`config.mk`:
```
export PLATFORM = sky130hd
export DESIGN_NAME = cpu_boot_sequencer
export DESIGN_NICKNAME = d
export VERILOG_FILES = /design/src/rtl/cpu_boot_sequencer.sv
export SDC_FILE = /design/constraint.sdc
export NUM_CORES = 1
export LEC_CHECK = 0
export ABC_AREA = 1
export BUFFER_PORTS_ARGS = -buffer_cell sky130_fd_sc_hd__buf_4
export CORE_UTILIZATION = 48
export CTS_CLUSTER_DIAMETER = 80
export DETAILED_ROUTE_END_ITERATION = 8
export HOLD_SLACK_MARGIN = 0.02
export PLACE_DENSITY = 0.8
export SYNTH_ARGS = -nofsm -noshare
export SYNTH_HDL_FRONTEND = slang
export SYNTH_SLANG_ARGS = --single-unit
```
`constraint.sdc`:
```
create_clock -name i_clk -period 5.3 [get_ports i_clk]
set_input_delay 0.53 -clock i_clk [delete_from_list [all_inputs] [get_ports i_clk]]
set_output_delay 0.53 -clock i_clk [all_outputs]
set_load 0.02 [all_outputs]
```
`src/rtl/cpu_boot_sequencer.sv`:
```
// cpu_boot_sequencer: holds the CPU in reset while preloading data memory, releases it,
// then watches its data-bus writes for a result word and a done flag under a watchdog.
module cpu_boot_sequencer #(
  parameter logic [31:0] RESULT_ADR     = 32'h02000004,
  parameter logic [31:0] DONE_ADR       = 32'h02000008,
  parameter int unsigned SETTLE_CYCLES  = 2,
  parameter int unsigned TIMEOUT_CYCLES = 100000,
  parameter int unsigned TO_W           = 17
) (
  input  logic        i_clk,
  input  logic        i_reset,
  input  logic        i_start,
  input  logic        i_ld_valid,
  output logic        o_ld_ready,
  input  logic        i_ld_last,
  input  logic [31:0] i_ld_addr,
  input  logic [31:0] i_ld_data,
  output logic        o_cpu_reset,
  output logic        o_ext_mem_write,
  output logic [31:0] o_ext_write_data,
  output logic [31:0] o_ext_data_adr,
  input  logic        i_cpu_mem_write,
  input  logic [31:0] i_cpu_write_data,
  input  logic [31:0] i_cpu_data_adr,
  output logic        o_busy,
  output logic [31:0] o_result,
  output logic        o_result_valid,
  output logic        o_done,
  output logic        o_timeout
);
  localparam logic [2:0] S_IDLE    = 3'd0;
  localparam logic [2:0] S_LOAD    = 3'd1;
  localparam logic [2:0] S_SETTLE  = 3'd2;
  localparam logic [2:0] S_RUN     = 3'd3;
  localparam logic [2:0] S_DONE    = 3'd4;
  localparam logic [2:0] S_TIMEOUT = 3'd5;
  localparam logic [3:0] SETTLE_LAST = 4'(SETTLE_CYCLES);
  localparam logic [TO_W-1:0] TO_LAST = TO_W'(TIMEOUT_CYCLES - 1);

  logic [2:0]      r_state;
  logic [3:0]      r_settle;
  logic [TO_W-1:0] r_wd;
  logic            r_cpu_reset, r_ext_we, r_result_valid, r_done, r_timeout;
  logic [31:0]     r_ext_data, r_ext_adr, r_result;

  logic w_idle, w_beat, w_cpu_wr, w_res_wr, w_done_wr, w_wd_exp;

  assign w_idle    = (r_state == S_IDLE) || (r_state == S_DONE) || (r_state == S_TIMEOUT);
  assign w_beat    = (r_state == S_LOAD) && i_ld_valid;
  // The CPU bus may carry garbage while the CPU is in reset, so only trust it in RUN.
  assign w_cpu_wr  = (r_state == S_RUN) && i_cpu_mem_write;
  assign w_res_wr  = w_cpu_wr && (i_cpu_data_adr == RESULT_ADR);
  assign w_done_wr = w_cpu_wr && (i_cpu_data_adr == DONE_ADR) && (i_cpu_write_data == 32'h1);
  assign w_wd_exp  = (r_state == S_RUN) && (r_wd == TO_LAST);

  always_ff @(posedge i_clk or posedge i_reset) begin
    if (i_reset) begin
      r_state        <= S_IDLE;
      r_settle       <= '0;
      r_wd           <= '0;
      r_cpu_reset    <= 1'b1;
      r_ext_we       <= 1'b0;
      r_ext_data     <= '0;
      r_ext_adr      <= '0;
      r_result       <= '0;
      r_result_valid <= 1'b0;
      r_done         <= 1'b0;
      r_timeout      <= 1'b0;
    end else begin
      r_ext_we <= w_beat;
      if (w_beat) begin
        r_ext_adr  <= i_ld_addr;
        r_ext_data <= i_ld_data;
      end
      if (w_res_wr) begin
        r_result       <= i_cpu_write_data;
        r_result_valid <= 1'b1;
      end
      if (w_idle && i_start) begin
        r_state        <= S_LOAD;
        r_done         <= 1'b0;
        r_timeout      <= 1'b0;
        r_result       <= '0;
        r_result_valid <= 1'b0;
      end else if (w_beat && i_ld_last) begin
        r_state  <= S_SETTLE;
        r_settle <= '0;
      end else if (r_state == S_SETTLE) begin
        if (r_settle == SETTLE_LAST) begin
          r_state     <= S_RUN;
          r_cpu_reset <= 1'b0;
          r_wd        <= '0;
        end else begin
          r_settle <= r_settle + 4'd1;
        end
      end else if (r_state == S_RUN) begin
        r_wd <= r_wd + 1'b1;
        if (w_done_wr) begin
          r_state     <= S_DONE;
          r_done      <= 1'b1;
          r_cpu_reset <= 1'b1;
        end else if (w_wd_exp) begin
          r_state     <= S_TIMEOUT;
          r_timeout   <= 1'b1;
          r_cpu_reset <= 1'b1;
        end
      end
    end
  end

  assign o_ld_ready       = (r_state == S_LOAD);
  assign o_busy           = (r_state == S_LOAD) || (r_state == S_SETTLE) || (r_state == S_RUN);
  assign o_cpu_reset      = r_cpu_reset;
  assign o_ext_mem_write  = r_ext_we;
  assign o_ext_write_data = r_ext_data;
  assign o_ext_data_adr   = r_ext_adr;
  assign o_result         = r_result;
  assign o_result_valid   = r_result_valid;
  assign o_done           = r_done;
  assign o_timeout        = r_timeout;
endmodule

```
Word level (Yosys, flattened, before mapping)
Cells that the tools add are included.
{ "word_totals": {"word_cells": 91, "ff_bits": 125, "out_inout_bits": 103, "input_bits": 134} }
{ "op_classes": {"bitwise": 2, "addsub": 2, "eq_ne": 16, "n_reduce_logical": 28, "muxes": 32} }
{ "op_table": {"columns": ["operator", "n"], "rows": [
  ["$eq 32x26->1 const B", 2],
  ["$mux 32", 2],
  ["$mux 17", 3],
  ["$eq 32x1->1 const B", 1],
  ["$mux 3", 7],
  ["$add 17x1->17 const B", 1],
  ["$eq 17x17->1 const B", 1],
  ["$mux 1", 17],
  ["$mux 4", 3],
  ["$reduce_bool 2->1", 6],
  ["$reduce_and 5->1", 2],
  ["$logic_and 1x1->1", 8],
  ["$reduce_and 4->1", 2],
  ["$eq 3x2->1 const B", 2],
  ["$eq 3x3->1 const B", 2],
  ["$ne 2x2->1 const B", 3],
  ["$reduce_and 3->1", 2],
  ["$reduce_bool 5->1", 1],
  ["$add 4x1->4 const B", 1],
  ["$eq 4x2->1 const B", 1],
  ["$logic_or 1x1->1", 4],
  ["$ne 2x1->1 const B", 2],
  ["$ne 4x3->1 const B", 1],
  ["$reduce_bool 4->1", 1],
  ["other kinds (4)", 5]
]} }

Depth between registers and ports, before layout
Gate-level depths: netlist of the first run.
{ "logic_depth": {"ltp_word": 9, "mapped_depth": 11, "depth_no_buf": 11} }

Least setup slack after synthesis of the first run
Ideal clock, no wire load.
{ "synth_path": {"kind": "input to register", "from": "input port i_cpu_data_adr[15]", "to": "register r_result[12] (netlist: o_result[12])", "setup_time_ps": 118, "n_path_buf": 1, "t_required_ps": 5182, "arrival_time_ps": 1397, "path_slack_ps": 3785, "stages": 9, "path_cell_list": "nor2_1 > nand2_1 > nor2_1 > nand3_1 > nor2_4 > nand2_4 > buf_4 > nand3_1 > nand2_1"} }
{ "synth_via": {"elab_chain_len": 3} }
{ "synth_rtl": {"columns": ["item", "line", "rtl"], "rows": [
  ["start, declared", "24", "input logic [31:0] i_cpu_data_adr,"],
  ["$eq 32x26->1", "52", "assign w_res_wr = w_cpu_wr && (i_cpu_data_adr == RESULT_ADR);"],
  ["$logic_and 1x1->1", "52", null],
  ["$reduce_bool 2->1 (no source line)", null, null],
  ["end signal, assigned", "76", "r_result <= i_cpu_write_data;"],
  ["end, declared", "44", "logic [31:0] r_ext_data, r_ext_adr, r_result;"]
]} }
Every way passes these cells.
A chain may end at the register's enable or synchronous reset.

Worst setup path in the final report of the first run
{ "layout_path": {"from": "register r_state[2]", "to": "register r_ext_data[1] (netlist: o_ext_write_data[1])"} }
{ "layout_via": {"elab_chain_len": 2} }
{ "layout_rtl": {"columns": ["item", "line", "rtl"], "rows": [
  ["start, declared", "40", "logic [2:0] r_state;"],
  ["start signal, assigned", "58", "r_state <= S_IDLE;"],
  ["start signal, assigned", "80", "r_state <= S_LOAD;"],
  ["start signal, assigned", "86", "r_state <= S_SETTLE;"],
  ["$eq 3x1->1", "49", "assign w_beat = (r_state == S_LOAD) && i_ld_valid;"],
  ["$logic_and 1x1->1", "49", null],
  ["end signal, assigned", "73", "r_ext_data <= i_ld_data;"],
  ["end, declared", "44", null]
]} }
Every way passes these cells.

==> run summary, run 1 <==
Setup crit end kind - flop
Failing checks - DRC
Yosys Warn Count - 0
Vias in the first global route - 5536
RSZ-0062 raised after global routing - no
Max_slew headroom - 28.6%
Final Critical Period - 2.64 ns
WS Path Type - reg2reg
Endpoints failing setup - 0
Share of post-route cells with drive strength above 1 - 30.9%
Power Dens Cells - 493 mW/mm^2
Pre-Repair DR Iteration Count - 7
I/O pins - 237
Final-layout fill cell count - 958
CTS Buffer Depth - 2
CP arrival - 2.93 ns
First-pass GRT wire length - 26600 um
Yosys reg bits - 125
Layout area overhead - 42.2%
Sequential power share - 35.5%
Die W - 111 um
Power Total - 0.00399 W
Clock transition at path regs - 0.06 ns
Clk root buf - clkbuf_16
Nets - 1069
Tcrit/Tclk final - 49.9%
TritonCTS clock tree - built
Placer congestion estimate - 0.876
ANT cells - 0
Post-Syn Instances - 701
Placed instance area - 0.00752 sq mm
Clock power frac - 29.1%
Initial antenna violation count - 0
TritonCTS Buffers - 17
Pin count of the biggest net entering global routing - 68
F_max - 0.378 GHz
Status - finished, violations left
Peak ir drop on the vdd network - 189 uV
Post-CTS Hold Buffers - 0
Worst Path Required - 5.59 ns
Hold Crit Class - in2async
Syn avg cell area - 8.13 sq um
Antenna-violating nets left - 0
Area of the die - 0.0123 sq mm
Sequential area share after synthesis - 54.9%
Post-CTS resize count - 0
Postcts setup bufs - 0
Routed vias - 5540
Die Y - 111 um
Sum of negative setup slack - 0 ns
Clock Skew - 0.00631 ns
Multi-input logic area - 0.00226 sq mm
Psw - 0.00144 W
Worst Tran Pin Value - 1.07 ns
Mapped cell area - 0.00570 sq mm
# DRC - 30
Core area - 0.0115 sq mm
Detailed Route WL - 15800 um
Post-DP HPWL - 11200 um
Gr ovfl total - 0
Internal - 0.00256 W
Syn Nets - 838
CP max FO - 64
CTS Sinks - 125
H-tree depth - 4
Clock Latency Late Sink - 0.41 ns
All-Layer GR Usage - 27.6%
Dpl ws - 2.56 ns
Initial Util - 49.5%
Sw frac - 36.0%
Wire per inst - 14.6 um
Max Slew Vio Count - 0
Critical Path Start Type - flop
Worst setup margin - 2.66 ns
Leak - 4.46 nW
Reg area - 0.00313 sq mm
Initial DRC Count - 457
Vias per cell - 5.10
Combinational fraction of design power - 35.3%
Port buffer count - 236
Max Cap Viol - 0
Final Hold Fails - 0
Final instance area - 0.00811 sq mm
Core Rows - 39
Unique masters post-synth - 33
## critical path: stages, from the launching register on
cell	delay, ns
dfrtp_1	0.40
inv_1	0.09
nand2_2	0.11
nor3_4	0.41
buf_4	0.58
inv_2	0.60
nand2_1	0.21
nand2_1	0.07
## cells in the mapped netlist
master | instances | area [sq um]
or2_2 | 4 | 25.0
buf_2 | 4 | 20.0
o22ai_1 | 2 | 12.5
buf_6 | 4 | 45.0
a31oi_1 | 1 | 6.26
inv_4 | 1 | 6.26
nor2_1 | 61 | 229
inv_1 | 33 | 124
nand2_4 | 4 | 45.0
nand3_2 | 1 | 10.0
nand2_2 | 3 | 18.8
o211ai_1 | 1 | 7.51
nand2_1 | 292 | 1100
ha_1 | 3 | 37.5
nand3b_1 | 1 | 7.51
buf_4 | 7 | 52.6
inv_2 | 3 | 11.3
buf_1 | 1 | 3.75
o21ai_1 | 10 | 50.1
o21ai_0 | 5 | 25.0
nor3_1 | 10 | 50.1
nor2_2 | 2 | 12.5
clkbuf_1 | 12 | 45.0
dfrtp_1 | 124 | 3100
nor2_4 | 3 | 33.8
nand4_1 | 13 | 81.3
a21oi_1 | 2 | 10.0
xnor2_1 | 1 | 8.76
nor3_4 | 1 | 16.3
and3b_1 | 1 | 8.76
nand3_1 | 84 | 420
xor2_1 | 6 | 52.6
dfstp_2 | 1 | 26.3
## placed cells by master (no fill, tap or decap)
master | Yosys | final
o21ai_1 | 10 | 10
nor2_2 | 2 | 2
nand2_2 | 3 | 3
inv_2 | 3 | 3
clkbuf_1 | 12 | 3
clkinv_2 | 0 | 3
nand3b_1 | 1 | 1
or2_2 | 4 | 4
nand3_2 | 1 | 1
clkinvlp_4 | 0 | 1
clkbuf_16 | 0 | 17
xor2_1 | 6 | 6
o21ai_0 | 5 | 5
xnor2_1 | 1 | 1
a31oi_1 | 1 | 1
nand3_1 | 84 | 84
inv_1 | 33 | 32
and3b_1 | 1 | 1
ha_1 | 3 | 3
clkbuf_8 | 0 | 3
nand2_1 | 292 | 292
nor2_1 | 61 | 61
nand4_1 | 13 | 13
nor2_4 | 3 | 3
dfstp_2 | 1 | 1
o211ai_1 | 1 | 1
nor3_1 | 10 | 10
nor3_4 | 1 | 1
bufinv_16 | 0 | 3
inv_4 | 1 | 2
dfrtp_1 | 124 | 124
buf_4 | 7 | 240
o22ai_1 | 2 | 2
nand2_4 | 4 | 4
a21oi_1 | 2 | 2
## flip-flops by register name (all words and copies together) (netlist names)
| name | flops |
|---|---|
| o_cpu_reset | 1 |
| o_done | 1 |
| o_ext_data_adr | 32 |
| o_ext_mem_write | 1 |
| o_ext_write_data | 32 |
| o_result | 32 |
| o_result_valid | 1 |
| o_timeout | 1 |
| r_settle | 4 |
| r_state | 3 |
| r_wd | 17 |
## cell families (layout without fill, tap and decap cells)
| family | count (synthesis) | after routing | synth area share (%) |
|---|---|---|---|
| and+or+nand+nor | 480 | 480 | 36.0 |
| adders and majority gates | 3 | 3 | 0.658 |
| xor gates and xnor gates | 7 | 7 | 1.08 |
| AOI/OAI and AO/OA | 21 | 21 | 1.95 |
| DFF | 125 | 125 | 54.9 |
| buffers and inverters | 65 | 307 | 5.40 |
## area by class of cell
| type | instances | share of cell area, % |
|---|---|---|
| repair buffers | 240 | 22.2 |
| clock buffers | 23 | 5.89 |
| clock inverters | 7 | 1.39 |
| flip-flops and latches | 125 | 38.6 |
| well taps | 143 | 2.21 |
| multi-input cells | 511 | 27.9 |
| inverters | 37 | 1.77 |
## metal layers
layer  vias up  wire length (um)  global-route usage (%)
li1       2689                 -                       -
met1      2575              6390                    33.4
met2       230              7730                    45.7
met3        46              1170                    7.27
met4         0               533                    13.2
met5         -                 0                       0
## stage by stage
stage               hold WS [ns]  utilization (%)  std cells
floorplan                  0.501                -        701
global route               0.314             70.4       1086
finish                     0.301             70.4       1086
CTS                        0.310             70.4       1086
detailed placement         0.459             65.3       1056
global placement           0.455             65.3       1056
## worst paths after layout
path	from	depth (start not counted)	slack, ns	to
max	r_state[2]	7	2.66	o_ext_write_data[1]
min	i_reset	2	0.30	o_ext_write_data[25]
max reg2reg	r_state[2]	7	2.66	o_ext_write_data[1]
min reg2reg	o_ext_data_adr[15]	2	0.47	o_ext_data_adr[15]
max in group asynchronous	i_reset	3	3.73	o_ext_data_adr[17]
min in group i_clk	i_ld_data[18]	3	0.32	o_ext_write_data[18]
## power by group through the flow
stage	Combinational (W)	Sequential, W	Clock, W
after global routing	0.00154	0.00146	0.00123
after floorplan	0.000531	0.00170	0
final	0.00141	0.00142	0.00116
after detailed placement	0.00142	0.00143	0
after global placement	0.00137	0.00142	0
after CTS	0.00142	0.00142	0.00118
Power figures use the tool's default switching activity.
==> run 2: changes to the inputs <==
==> constraint.sdc (replaced) <==
create_clock -name i_clk -period 2.8 [get_ports i_clk]
set_input_delay 0.28 -clock i_clk [delete_from_list [all_inputs] [get_ports i_clk]]
set_output_delay 0.28 -clock i_clk [all_outputs]
set_load 0.02 [all_outputs]
==> run 2 against run 1 <==
Effect of this change: the flow still finishes with violations (DRC); clock skew is 0.0023 ns higher; non-clock buffer count is 5 higher; final area is 1.2% higher; worst setup slack worse by 1.8 ns; via count is 0.54% lower; sequential share of layout area is 0.46 points lower; hold slack worse by 0.23 ns; register-to-register slack worse by 1.8 ns; clock power is 98% higher; power is 92% higher; first-iteration DRC count is 3.7% higher; routed wire length is 2.0% lower; critical path type unchanged; largest cell class unchanged.
==> run summary, run 2 (synthesis gave the netlist of run 1 again) <==
Power Total - 0.00767 W (+92%)
Most frequent cells in the layout - 292 x nand2_1, 242 x buf_4, 124 x dfrtp_1, 84 x nand3_1, 61 x nor2_1
Max incr delay on CP - 0.45 ns (-0.15 ns)
Clock power frac - 30.0% (+0.9 points)
Peak ir drop on the vdd network - 502 uV (+170%)
Vias in the first global route - 5391 (-2.6%)
CTS Buffer Depth - 2 (unchanged)
Final-layout fill cell count - 929 (-3.0%)
Clock transition at path regs - 0.06 ns (about the same)
Setup crit end kind - flop
Vias per cell - 5.04 (-1.2%)
Reg area - 0.00313 sq mm (unchanged)
Final Critical Period - 1.96 ns (-0.678 ns)
Placer congestion estimate - 0.894 (+2.0%)
Area of the die - 0.0123 sq mm (unchanged)
Post-CTS resize count - 0 (unchanged)
Sum of negative setup slack - 0 ns (unchanged)
Crit-path slowest cell - dfrtp_1
Worst setup margin - 0.835 ns (-1.82 ns)
Post-DP HPWL - 11000 um (-1.7%)
CP max FO - 24 (-63%)
Worst Tran Pin Value - 0.635 ns (-0.435 ns)
Dpl ws - 0.884 ns (-1.67 ns)
Commonest non-fill, non-tap cell in the layout - nand2_1
Endpoints failing setup - 0 (unchanged)
Hold_ws - 0.0656 ns (-0.235 ns)
Critical Path Start Type - flop
TritonCTS clock tree - built
Tcrit/Tclk final - 70.2% (+20 points)
WS Path Type - reg2reg
Clock Skew - 0.00861 ns (+0.00230 ns)
Postcts setup bufs - 0 (unchanged)
Failing checks - DRC
Gr ovfl total - 0 (unchanged)
Nets - 1074 (+0.47%)
Combinational fraction of design power - 35.1% (-0.2 points)
Internal - 0.00489 W (+92%)
First-pass GRT wire length - 26000 um (-2.3%)
Multi-input logic area - 0.00226 sq mm (unchanged)
Hold Crit Class - in2reg
Max_slew headroom - 57.7% (+29 points)
ANT cells - 0 (unchanged)
Core area - 0.0115 sq mm (unchanged)
Share of post-route cells with drive strength above 1 - 31.5% (+0.61 points)
Core Rows - 39 (unchanged)
Pin count of the biggest net entering global routing - 74 (+8.8%)
Initial Util - 49.5% (unchanged)
F_max - 0.509 GHz (+35%)
Worst path cell trace - inv_2 -> nor2_4 -> nand2_2 -> inv_4 -> nand2_4 -> nand2_4 -> nor2_4 -> inv_2 -> nand2_1 -> o21ai_1
Initial antenna violation count - 0 (unchanged)
RSZ-0062 raised after global routing - no
Pre-Repair DR Iteration Count - 7 (unchanged)
H-tree depth - 4 (unchanged)
Sequential power share - 34.9% (-0.6 points)
Worst Path Required - 3.09 ns (-2.50 ns)
# DRC - 30 (unchanged)
Port buffer count - 236 (unchanged)
Detailed Route WL - 15500 um (-2.0%)
Routed vias - 5510 (-0.54%)
Clock Latency Late Sink - 0.41 ns (about the same)
Clk root buf - clkbuf_16
Die Y - 111 um (unchanged)
I/O pins - 237 (unchanged)
Sw frac - 36.2% (+0.19 points)
Final Hold Fails - 0 (unchanged)
Leak - 4.50 nW (+0.85%)
Max Cap Viol - 0 (unchanged)
Die W - 111 um (unchanged)
Power Dens Cells - 935 mW/mm^2 (+90%)
Max Slew Vio Count - 0 (unchanged)
Psw - 0.00278 W (+93%)
Initial DRC Count - 474 (+3.7%)
Wire per inst - 14.2 um (-2.6%)
CP arrival - 2.25 ns (-0.68 ns)
Antenna-violating nets left - 0 (unchanged)
TritonCTS Buffers - 17 (unchanged)
Status - finished, violations left
All-Layer GR Usage - 26.8% (-0.76 points)
CTS Sinks - 125 (unchanged)
Layout area overhead - 43.9%
-- run 2: per-layer routing --
metal,global-route usage (%),routed length (um)
met1,31.7,6020
met2,47.0,7930
met3,6.56,1230
met4,10.0,327
met5,0,0
-- run 2: through the flow --
| stage | instances | utilization (%) | area (sq um) |
|---|---|---|---|
| after floorplan | 701 | - | 5710 |
| after global placement | 1060 | 65.8 | 7570 |
| after detailed placement | 1060 | 65.8 | 7570 |
| after CTS | 1093 | 71.3 | 8210 |
| after global routing | 1093 | 71.3 | 8210 |
| final | 1093 | 71.3 | 8210 |
-- run 2: area by class of cell --
| cell class | instances | area share [%] |
|---|---|---|
| clock buffer | 18 | 5.23 |
| clock inverter | 14 | 2.35 |
| inverter | 37 | 1.77 |
| multi-input combinational | 511 | 27.6 |
| sequential | 125 | 38.1 |
| tap | 143 | 2.18 |
| timing repair buffer | 245 | 22.7 |
-- run 2: power groups by stage --
stage	clock network, W	logic, W	registers, W
floorplan	0	0.00101	0.00321
global placement	0	0.00266	0.00267
detailed placement	0	0.00270	0.00269
CTS	0.00235	0.00272	0.00267
global route	0.00242	0.00294	0.00274
finish	0.00230	0.00270	0.00267
-- run 2: worst paths after layout --
check / startpoint / endpoint / slack [ns] / cells past startpoint
setup / recovery: r_state[1] / r_wd[7] / 0.84 / 10
hold / removal: i_ld_data[30] / o_ext_write_data[30] / 0.07 / 3
setup reg to reg: r_state[1] / r_wd[7] / 0.84 / 10
hold reg to reg: o_ext_write_data[31] / o_ext_write_data[31] / 0.47 / 2
max in group asynchronous: i_reset / o_ext_write_data[10] / 1.69 / 4
min in group asynchronous: i_reset / r_state[0] / 0.54 / 4
-- run 2: what timing repair did --
action,in CTS,in global routing
hold endpoints to repair,39,0
hold buffers,1,0
endpoints found under the setup margin,0,0
-- run 2: worst max-delay path, delay by kind of cell (launching register included) --
family                 cells  cell delay, ns
AND/OR/NAND/NOR            6            0.94
AO/OA/AOI/OAI              1            0.06
buffers and inverters      3            0.40
flip-flops                 1            0.45
